==> src/rtl/eth_tx_arbiter.sv <==
// Frame-level two-port AXI-Stream round-robin arbiter feeding the MAC transmit FIFO.
// Optional stall watchdog enabled by defining ETH_TX_ARB_TIMEOUT_EN.
module eth_tx_arbiter #(
    parameter int DATA_WIDTH = 8,
    parameter int IFG_CYCLES = 4,
    parameter int TIMEOUT    = 1024
) (
    input  logic                  clk,
    input  logic                  rst,
    input  logic [DATA_WIDTH-1:0] s0_axis_tdata,
    input  logic                  s0_axis_tvalid,
    output logic                  s0_axis_tready,
    input  logic                  s0_axis_tlast,
    input  logic                  s0_axis_tuser,
    input  logic [DATA_WIDTH-1:0] s1_axis_tdata,
    input  logic                  s1_axis_tvalid,
    output logic                  s1_axis_tready,
    input  logic                  s1_axis_tlast,
    input  logic                  s1_axis_tuser,
    output logic [DATA_WIDTH-1:0] m_axis_tdata,
    output logic                  m_axis_tvalid,
    input  logic                  m_axis_tready,
    output logic                  m_axis_tlast,
    output logic                  m_axis_tuser,
    output logic [1:0]            grant,
    output logic                  busy,
    output logic                  abort_pulse
);

    localparam int GW = (IFG_CYCLES > 0) ? $clog2(IFG_CYCLES + 1) : 1;

    typedef enum logic [2:0] {
        S_IDLE,
        S_GRANT,
        S_GAP
`ifdef ETH_TX_ARB_TIMEOUT_EN
        , S_ABORT
        , S_DRAIN
`endif
    } state_t;

    if (TIMEOUT < 1) begin : g_bad_timeout
        $error("TIMEOUT must be at least 1");
    end

    state_t          state, state_nxt;
    logic            sel, sel_nxt;
    logic            rr, rr_nxt;
    logic [GW-1:0]   gap_cnt, gap_nxt;
    logic            g_ready;

    logic [DATA_WIDTH-1:0] g_data;
    logic                  g_valid, g_last, g_user;

    assign g_data  = sel ? s1_axis_tdata  : s0_axis_tdata;
    assign g_valid = sel ? s1_axis_tvalid : s0_axis_tvalid;
    assign g_last  = sel ? s1_axis_tlast  : s0_axis_tlast;
    assign g_user  = sel ? s1_axis_tuser  : s0_axis_tuser;

`ifdef ETH_TX_ARB_TIMEOUT_EN
    localparam int WW = $clog2(TIMEOUT + 1);
    logic [WW-1:0] wd_cnt, wd_nxt;

    always_ff @(posedge clk or posedge rst) begin
        if (rst) wd_cnt <= '0;
        else     wd_cnt <= wd_nxt;
    end
`endif

    always_ff @(posedge clk or posedge rst) begin
        if (rst) begin
            state   <= S_IDLE;
            sel     <= 1'b0;
            rr      <= 1'b0;
            gap_cnt <= '0;
        end else begin
            state   <= state_nxt;
            sel     <= sel_nxt;
            rr      <= rr_nxt;
            gap_cnt <= gap_nxt;
        end
    end

    always_comb begin
        state_nxt     = state;
        sel_nxt       = sel;
        rr_nxt        = rr;
        gap_nxt       = gap_cnt;
        g_ready       = 1'b0;
        m_axis_tdata  = '0;
        m_axis_tvalid = 1'b0;
        m_axis_tlast  = 1'b0;
        m_axis_tuser  = 1'b0;
        abort_pulse   = 1'b0;
`ifdef ETH_TX_ARB_TIMEOUT_EN
        wd_nxt        = wd_cnt;
`endif
        case (state)
            S_IDLE: begin
                if (s0_axis_tvalid || s1_axis_tvalid) begin
                    sel_nxt   = (s0_axis_tvalid && s1_axis_tvalid) ? rr : s1_axis_tvalid;
                    state_nxt = S_GRANT;
`ifdef ETH_TX_ARB_TIMEOUT_EN
                    wd_nxt    = '0;
`endif
                end
            end
            S_GRANT: begin
                m_axis_tdata  = g_data;
                m_axis_tvalid = g_valid;
                m_axis_tlast  = g_last;
                m_axis_tuser  = g_user;
                g_ready       = m_axis_tready;
                if (g_valid && m_axis_tready) begin
`ifdef ETH_TX_ARB_TIMEOUT_EN
                    wd_nxt = '0;
`endif
                    if (g_last) begin
                        rr_nxt    = ~sel;
                        gap_nxt   = '0;
                        state_nxt = (IFG_CYCLES > 0) ? S_GAP : S_IDLE;
                    end
                end
`ifdef ETH_TX_ARB_TIMEOUT_EN
                // Abort on the stall cycle that brings the count to TIMEOUT.
                else if (!g_valid) begin
                    if (wd_cnt == WW'(TIMEOUT - 1)) begin
                        abort_pulse = 1'b1;
                        state_nxt   = S_ABORT;
                    end else begin
                        wd_nxt = wd_cnt + 1'b1;
                    end
                end
`endif
            end
            S_GAP: begin
                if (gap_cnt == GW'(IFG_CYCLES - 1)) state_nxt = S_IDLE;
                else                                gap_nxt   = gap_cnt + 1'b1;
            end
`ifdef ETH_TX_ARB_TIMEOUT_EN
            S_ABORT: begin
                m_axis_tvalid = 1'b1;
                m_axis_tlast  = 1'b1;
                m_axis_tuser  = 1'b1;
                if (m_axis_tready) state_nxt = S_DRAIN;
            end
            S_DRAIN: begin
                g_ready = 1'b1;
                if (g_valid && g_last) begin
                    rr_nxt    = ~rr;
                    gap_nxt   = '0;
                    state_nxt = (IFG_CYCLES > 0) ? S_GAP : S_IDLE;
                end
            end
`endif
            default: state_nxt = S_IDLE;
        endcase
    end

    logic granted;
`ifdef ETH_TX_ARB_TIMEOUT_EN
    assign granted = (state == S_GRANT) || (state == S_ABORT) || (state == S_DRAIN);
`else
    assign granted = (state == S_GRANT);
`endif

    assign grant          = granted ? (sel ? 2'b10 : 2'b01) : 2'b00;
    assign busy           = (state != S_IDLE);
    assign s0_axis_tready = g_ready && !sel;
    assign s1_axis_tready = g_ready && sel;

endmodule
==> config.mk <==
export PLATFORM = sky130hd
export DESIGN_NAME = eth_tx_arbiter
export DESIGN_NICKNAME = d
export VERILOG_FILES = /design/src/rtl/eth_tx_arbiter.sv
export SDC_FILE = /design/constraint.sdc
export NUM_CORES = 1
export LEC_CHECK = 0
export CORE_MARGIN = 4
export CORE_UTILIZATION = 29
export DETAILED_ROUTE_END_ITERATION = 8
export PLACE_DENSITY = 0.74
export SLEW_MARGIN = 20
export SYNTH_ARGS = -nofsm -noshare
export SYNTH_HDL_FRONTEND = slang
export SYNTH_SLANG_ARGS = --single-unit
==> constraint.sdc <==
create_clock -name clk -period 1.6 [get_ports clk]
set_input_delay 0.32 -clock clk [delete_from_list [all_inputs] [get_ports clk]]
set_output_delay 0.32 -clock clk [all_outputs]
set_load 0.02 [all_outputs]
==> out/qor.txt, run 1 <==
maximum number of pins on one net before global-route repair - 18
top routing layer in use - met3
buffer and inverter count on the worst path - 2
Post-Synthesis Mean Instance Area - 8.04 um2
fraction of the yosys area taken by sequential cells - 0.320
Routed met1 length - 745 um
RSZ-0062 raised after global routing - yes
number of max-slew violations in the final report - 0
total non-filler cell area in the finished layout - 0.00111 mm2
Post-Route WL - 1.93 mm
Site Rows - 15
Fmax achieved - 0.608 GHz
cts bufs inserted - 3
Die Height - 51.4 um
final setup violating endpoints - 5
Floorplan Core Area - 0.00176 mm2
H-tree level count - 1
CP Data Required Time - 1.28 ns
drt pass-1 iters - 4
TritonCTS Sinks - 7
Max stage delay on crit path - 0.40 ns
initial core utilization - 0.310
crit path max fanout - 6
post-detailed-route wirelength per cell - 13.2 um
total count of hold-check failures in the final report - 0
number of maximum-capacitance constraint violations - 0
result of the run - finished with violations
cells traversed along the worst timing path - or2b_4, buf_6, nor2_2, buf_4
remaining routing DRC violations - 0
final clock period utilization by the worst path - 1.03
Clock Tree Buf Depth - 2
number of non-filler instances in the completed layout - 146
final net count - 149
violations in the final reports - negative setup slack
wire length of the first global-routing pass - 2.70 mm
half-perimeter wire length after placement - 1.37 mm
number of antenna violations at the first check in global routing - 0
Ant. Diodes - 0
Post-Place Cell Area - 0.00103 mm2
Worst Path Class, Setup - reg -> out
die extent in x - 51.4 um
post-cts hold buffer count - 0
Critical Path End Type - primary output
Port Buf Inserts - 40
Pleak - 0.555 nW
ranking of synthesized cells by area - sky130_fd_sc_hd__dfrtp_1, sky130_fd_sc_hd__mux2i_1, sky130_fd_sc_hd__nor2_1, sky130_fd_sc_hd__ha_1, sky130_fd_sc_hd__inv_1
Critical Path AT - 1.33 ns
category of cells accounting for the largest share of critical-path delay - flip-flops
clock transition at the register clock pins on the worst setup and hold paths after CTS - 0.05 ns
final core utilization - 0.630
post-route antenna net violation count - 0
highest-count cells in the layout ignoring fill and taps - sky130_fd_sc_hd__clkdlybuf4s50_1, sky130_fd_sc_hd__buf_4, sky130_fd_sc_hd__nor2_1
slowest CP cell - sky130_fd_sc_hd__dfrtp_1
final RePlAce weighted congestion - 0.723
largest area contributor in the synthesized netlist - sky130_fd_sc_hd__dfrtp_1
met2 wire len - 1.06 mm
Synth Net Count - 95
number of global-route vias before repair - 613
number of distinct library cells after synthesis - 23
Post-Synthesis Cells - 68
worst min-delay path category - in -> async
drt via density - 4.45
worst clock skew - 0.00766 ns
post-route minimum period - 1.65 ns
total global routing track utilization - 0.139
met3 routed WL - 119 um
# IOs - 42
share of the synthesized area in the top cell type - 0.320
maximum vdd drop - 1.01 mV
fraction of final layout cells sized beyond drive strength 1 - 0.347
vias after detailed routing - 649
CTS tree - yes
clock insertion delay at the later pin of the skew report - 0.25 ns
total power draw - 2.07 mW
number of register bits inferred by synthesis - 7
area added between synthesis and finish - 103%
drt initial violations - 9
overflow left after global routing - 0
total negative slack for setup checks - -0.134 ns
commonest non-fill, non-tap cell in the layout - sky130_fd_sc_hd__clkdlybuf4s50_1
placed cell count - 137
CTS Root Buffer Type - sky130_fd_sc_hd__clkbuf_4
post-route worst setup slack - -0.0458 ns
area of the mapped netlist - 547 um2
startpoint types - register
total die area - 0.00264 mm2
Power Density - 1860 mW/mm2
Warnings, synthesis - 0
area by class of cell:
class                           count  area [um2]
Timing Repair Buffer               53         478
Tap cell                           25        31.3
Fill cell                         164         653
Multi-Input combinational cell     52         382
Sequential cell                     7         175
Clock buffer                        4        26.3
Inverter                            5        18.8
layer usage:
layer | GRT usage | up-vias
met2 | 0.242 | 18
li1 | - | 333
met4 | 0.0393 | 0
met3 | 0.0641 | 0
met5 | 0 | -
met1 | 0.148 | 298
through the flow:
stage	setup slack [ns]	hold WS (ns)
finish	-0.0458	0.307
global route	-0.0952	0.327
CTS	-0.0587	0.313
detailed placement	-0.370	0.520
global placement	-0.356	0.516
floorplan	0.0585	0.123
cells in the mapped netlist:
cell	n
sky130_fd_sc_hd__a311oi_1	1
sky130_fd_sc_hd__a31oi_1	1
sky130_fd_sc_hd__nand3_1	1
sky130_fd_sc_hd__clkbuf_1	1
sky130_fd_sc_hd__o22ai_1	2
sky130_fd_sc_hd__nor2_1	17
sky130_fd_sc_hd__nand3b_1	2
sky130_fd_sc_hd__or3b_1	1
sky130_fd_sc_hd__conb_1	1
sky130_fd_sc_hd__buf_4	1
sky130_fd_sc_hd__buf_2	2
sky130_fd_sc_hd__or2b_1	1
sky130_fd_sc_hd__nand2_1	4
sky130_fd_sc_hd__nor3_1	1
sky130_fd_sc_hd__mux2i_1	12
sky130_fd_sc_hd__o21ai_0	1
sky130_fd_sc_hd__or2b_2	1
sky130_fd_sc_hd__clkbuf_2	1
sky130_fd_sc_hd__or2_0	1
sky130_fd_sc_hd__inv_1	5
sky130_fd_sc_hd__a21oi_1	2
sky130_fd_sc_hd__ha_1	2
sky130_fd_sc_hd__dfrtp_1	7
path summary, 6_finish.rpt:
| path | startpoint | endpoint | slack (ns) | cells after the start |
|---|---|---|---|---|
| max reg2reg | gap_cnt[0] | gap_cnt[0] | 0.05 | 5 |
| min in group clk | rr | rr | 0.53 | 2 |
| min | rst | state[1] | 0.31 | 2 |
| max | state[1] | grant[0] | -0.05 | 4 |
| min reg2reg | rr | rr | 0.53 | 2 |
| max in group asynchronous | rst | gap_cnt[1] | 1.08 | 2 |
report_power, final:
group / total (mW) / internal (mW) / switching (mW)
Sequential: 0.304 / 0.252 / 0.0526
Clock: 0.157 / 0.0950 / 0.0621
Combinational: 1.61 / 0.781 / 0.825
what timing repair did:
action                     4_1_cts  5_1_grt
setup endpoints to repair       17       14
gates resized for setup         73       21
buffers inserted                 3        1
gates cloned                     0        1
pin swaps                        1        4
registers in the layout, summed over array words and instances, names as in the netlist:
register	count
rr	1
state	2
gap_cnt	3
sel	1
cells by family (layout without fill, tap and decap cells):
logic type,Yosys count,in the layout,synth area share
AND/OR/NAND/NOR,29,30,0.247
other,1,1,0.00686
adder cells (fa/ha/maj),2,2,0.0458
AO/OA/AOI/OAI,7,7,0.0778
flip-flops,7,7,0.320
multiplexers,12,12,0.220
buffers and inverters,10,62,0.0824
(Power assumes the default switching activity.)
==> run 2, diff against run 1 <==
- CORE_MARGIN: 4 -> 2
==> run 2 against run 1 <==
Net effect: first-iteration DRC count is 78% lower; sequential power hardly changed; largest cell class unchanged; count of clock-buffer cells in the layout stayed put; cell count is 0.68% higher; combinational power is 7% lower; setup slack better by 0.014 ns; die area is 15% lower; the flow still finishes with violations (negative setup slack); global-route usage is 3.4 points higher; total power is 5.2% lower.
==> out/qor.txt, run 2 (synthesis results as in run 1) <==
highest-count cells in the layout ignoring fill and taps - sky130_fd_sc_hd__clkdlybuf4s50_1, sky130_fd_sc_hd__buf_4, sky130_fd_sc_hd__nor2_1 (unchanged)
clock transition at the register clock pins on the worst setup and hold paths after CTS - 0.05 ns (about the same)
clock insertion delay at the later pin of the skew report - 0.25 ns (about the same)
# IOs - 42 (unchanged)
Worst Path Class, Setup - reg -> out (unchanged)
drt via density - 4.54 (was 4.45)
drt initial violations - 2 (was 9)
worst slack, placed - -0.414 ns (was -0.370 ns)
RR Endpoint - gap_cnt[0] (unchanged)
Critical Path AT - 1.31 ns (was 1.33 ns)
number of max-slew violations in the final report - 0 (unchanged)
total count of hold-check failures in the final report - 0 (unchanged)
post-route worst setup slack - -0.0314 ns (was -0.0458 ns)
final clock period utilization by the worst path - 1.02 (was 1.03)
met2 routing resource usage after global routing - 0.322 (was 0.242)
CP Data Required Time - 1.28 ns (about the same)
max reg flops - 3 (unchanged)
number of antenna violations at the first check in global routing - 0 (unchanged)
final core utilization - 0.624 (was 0.630)
Critical Path End Type - primary output (unchanged)
crit path max fanout - 6 (unchanged)
Power Density - 1800 mW/mm2 (was 1860 mW/mm2)
Ant. Diodes - 0 (unchanged)
total global routing track utilization - 0.173 (was 0.139)
area added between synthesis and finish - 99.1% (was 103%)
number of fillers in the final layout - 164 (unchanged)
number of maximum-capacitance constraint violations - 0 (unchanged)
CTS tree - yes (unchanged)
total power draw - 1.96 mW (was 2.07 mW)
die extent in x - 47.4 um (was 51.4 um)
post-cts hold buffer count - 0 (unchanged)
Worst Reg2Reg Path Length in Cells - 5 (unchanged)
number of global-route vias before repair - 629 (was 613)
H-tree level count - 1 (unchanged)
Pleak - 0.556 nW (was 0.555 nW)
met3 usage - 0.0604 (was 0.0641)
wire length of the first global-routing pass - 2.65 mm (was 2.70 mm)
placed cell count - 140 (was 137)
fraction of final layout cells sized beyond drive strength 1 - 0.328 (was 0.347)
post-route antenna net violation count - 0 (unchanged)
flop-to-flop setup slack - 0.04 ns (was 0.05 ns)
commonest non-fill, non-tap cell in the layout - sky130_fd_sc_hd__clkdlybuf4s50_1 (unchanged)
register ranked first by flip-flop count - gap_cnt (unchanged)
source of the critical timing path - state[1] (unchanged)
startpoint types - register (unchanged)
post-route minimum period - 1.63 ns (was 1.65 ns)
Post-Route WL - 1.94 mm (was 1.93 mm)
cts bufs inserted - 3 (unchanged)
Fmax achieved - 0.613 GHz (was 0.608 GHz)
post-detailed-route wirelength per cell - 13.2 um (about the same)
Die Height - 47.4 um (was 51.4 um)
last element of the critical path - m_axis_tdata[2] (was grant[0])
number of non-filler instances in the completed layout - 147 (was 146)
final setup violating endpoints - 3 (was 5)
total die area - 0.00225 mm2 (was 0.00264 mm2)
initial core utilization - 0.313 (was 0.310)
maximum number of pins on one net before global-route repair - 12 (was 18)
RSZ-0062 raised after global routing - yes (unchanged)
violations in the final reports - negative setup slack (unchanged)
startpoint of the worst-slack reg-to-reg timing path - gap_cnt[0] (unchanged)
CTS Root Buffer Type - sky130_fd_sc_hd__clkbuf_4 (unchanged)
final net count - 150 (was 149)
met1 global-route usage - 0.181 (was 0.148)
Floorplan Core Area - 0.00175 mm2 (was 0.00176 mm2)
largest registers ranked by flip-flop count - gap_cnt: 3 flops, state: 2 flops (unchanged)
overflow left after global routing - 0 (unchanged)
half-perimeter wire length after placement - 1.44 mm (was 1.37 mm)
final RePlAce weighted congestion - 0.742 (was 0.723)
maximum vdd drop - 1.00 mV (was 1.01 mV)
worst clock skew - 0.00325 ns (was 0.00766 ns)
vias after detailed routing - 667 (was 649)
Clock Tree Buf Depth - 2 (unchanged)
worst min-delay path category - in -> async (unchanged)
remaining routing DRC violations - 0 (unchanged)
Site Rows - 15 (unchanged)
global-route layer with the greatest usage - met2 (unchanged)
TritonCTS Sinks - 7 (unchanged)
Port Buf Inserts - 40 (unchanged)
drt pass-1 iters - 2 (was 4)
result of the run - finished with violations (unchanged)
==> run 2: what timing repair did <==
| action | 4_1_cts | 5_1_grt |
|---|---|---|
| endpoints found under the setup margin | 17 | 9 |
| gates resized for setup | 68 | 19 |
| gates cloned | 0 | 1 |
| setup buffers | 2 | 0 |
| pin swaps | 0 | 1 |
==> run 2: cell type report <==
class	instances	area [um2]	share of cell area
Tap cell	25	31.3	0.0287
Sequential cell	7	175	0.161
Multi-Input combinational cell	52	369	0.339
Timing Repair Buffer	54	468	0.430
Clock buffer	4	26.3	0.0241
Inverter	5	18.8	0.0172
==> run 2: through the flow <==
| step | hold slack [ns] | setup TNS [ns] | instance area [um2] |
|---|---|---|---|
| 6_report | 0.304 | -0.0360 | 1090 |
| 5_1_grt | 0.347 | -0.365 | 1090 |
| 4_1_cts | 0.317 | -0.0924 | 1020 |
| 3_5_place_dp | 0.519 | -4.20 | 1040 |
| 3_3_place_gp | 0.505 | -4.00 | 1040 |
| 2_1_floorplan | 0.123 | 0 | 547 |
==> run 2: worst min path at each step <==
stage | end | depth (start not counted) | startpoint | slack, ns
after floorplan | gap_cnt[0] | 1 | rst | 0.12
after global placement | rr | 2 | rr | 0.51
after detailed placement | rr | 2 | rr | 0.52
after CTS | rr | 2 | rst | 0.32
after global routing | rr | 2 | rst | 0.35
final | state[0] | 2 | rst | 0.30
==> run 2: power breakdown <==
part	internal, mW	switching, mW
logic	0.713	0.783
registers	0.251	0.0539
clock network	0.0950	0.0629
==> run 2: worst max-delay path, cell delays in order (launching register included) <==
cell and delay [ns]:
sky130_fd_sc_hd__dfrtp_1 0.40, sky130_fd_sc_hd__or2b_4 0.29, sky130_fd_sc_hd__buf_6 0.14, sky130_fd_sc_hd__nor2_4 0.10, sky130_fd_sc_hd__buf_6 0.12
==> run 2: layer usage <==
metal  share of wire  vias to the layer above
met5               0                        -
met4          0.0072                        0
met3           0.055                        2
li1                -                      334
met1            0.36                      312
met2            0.58                       19
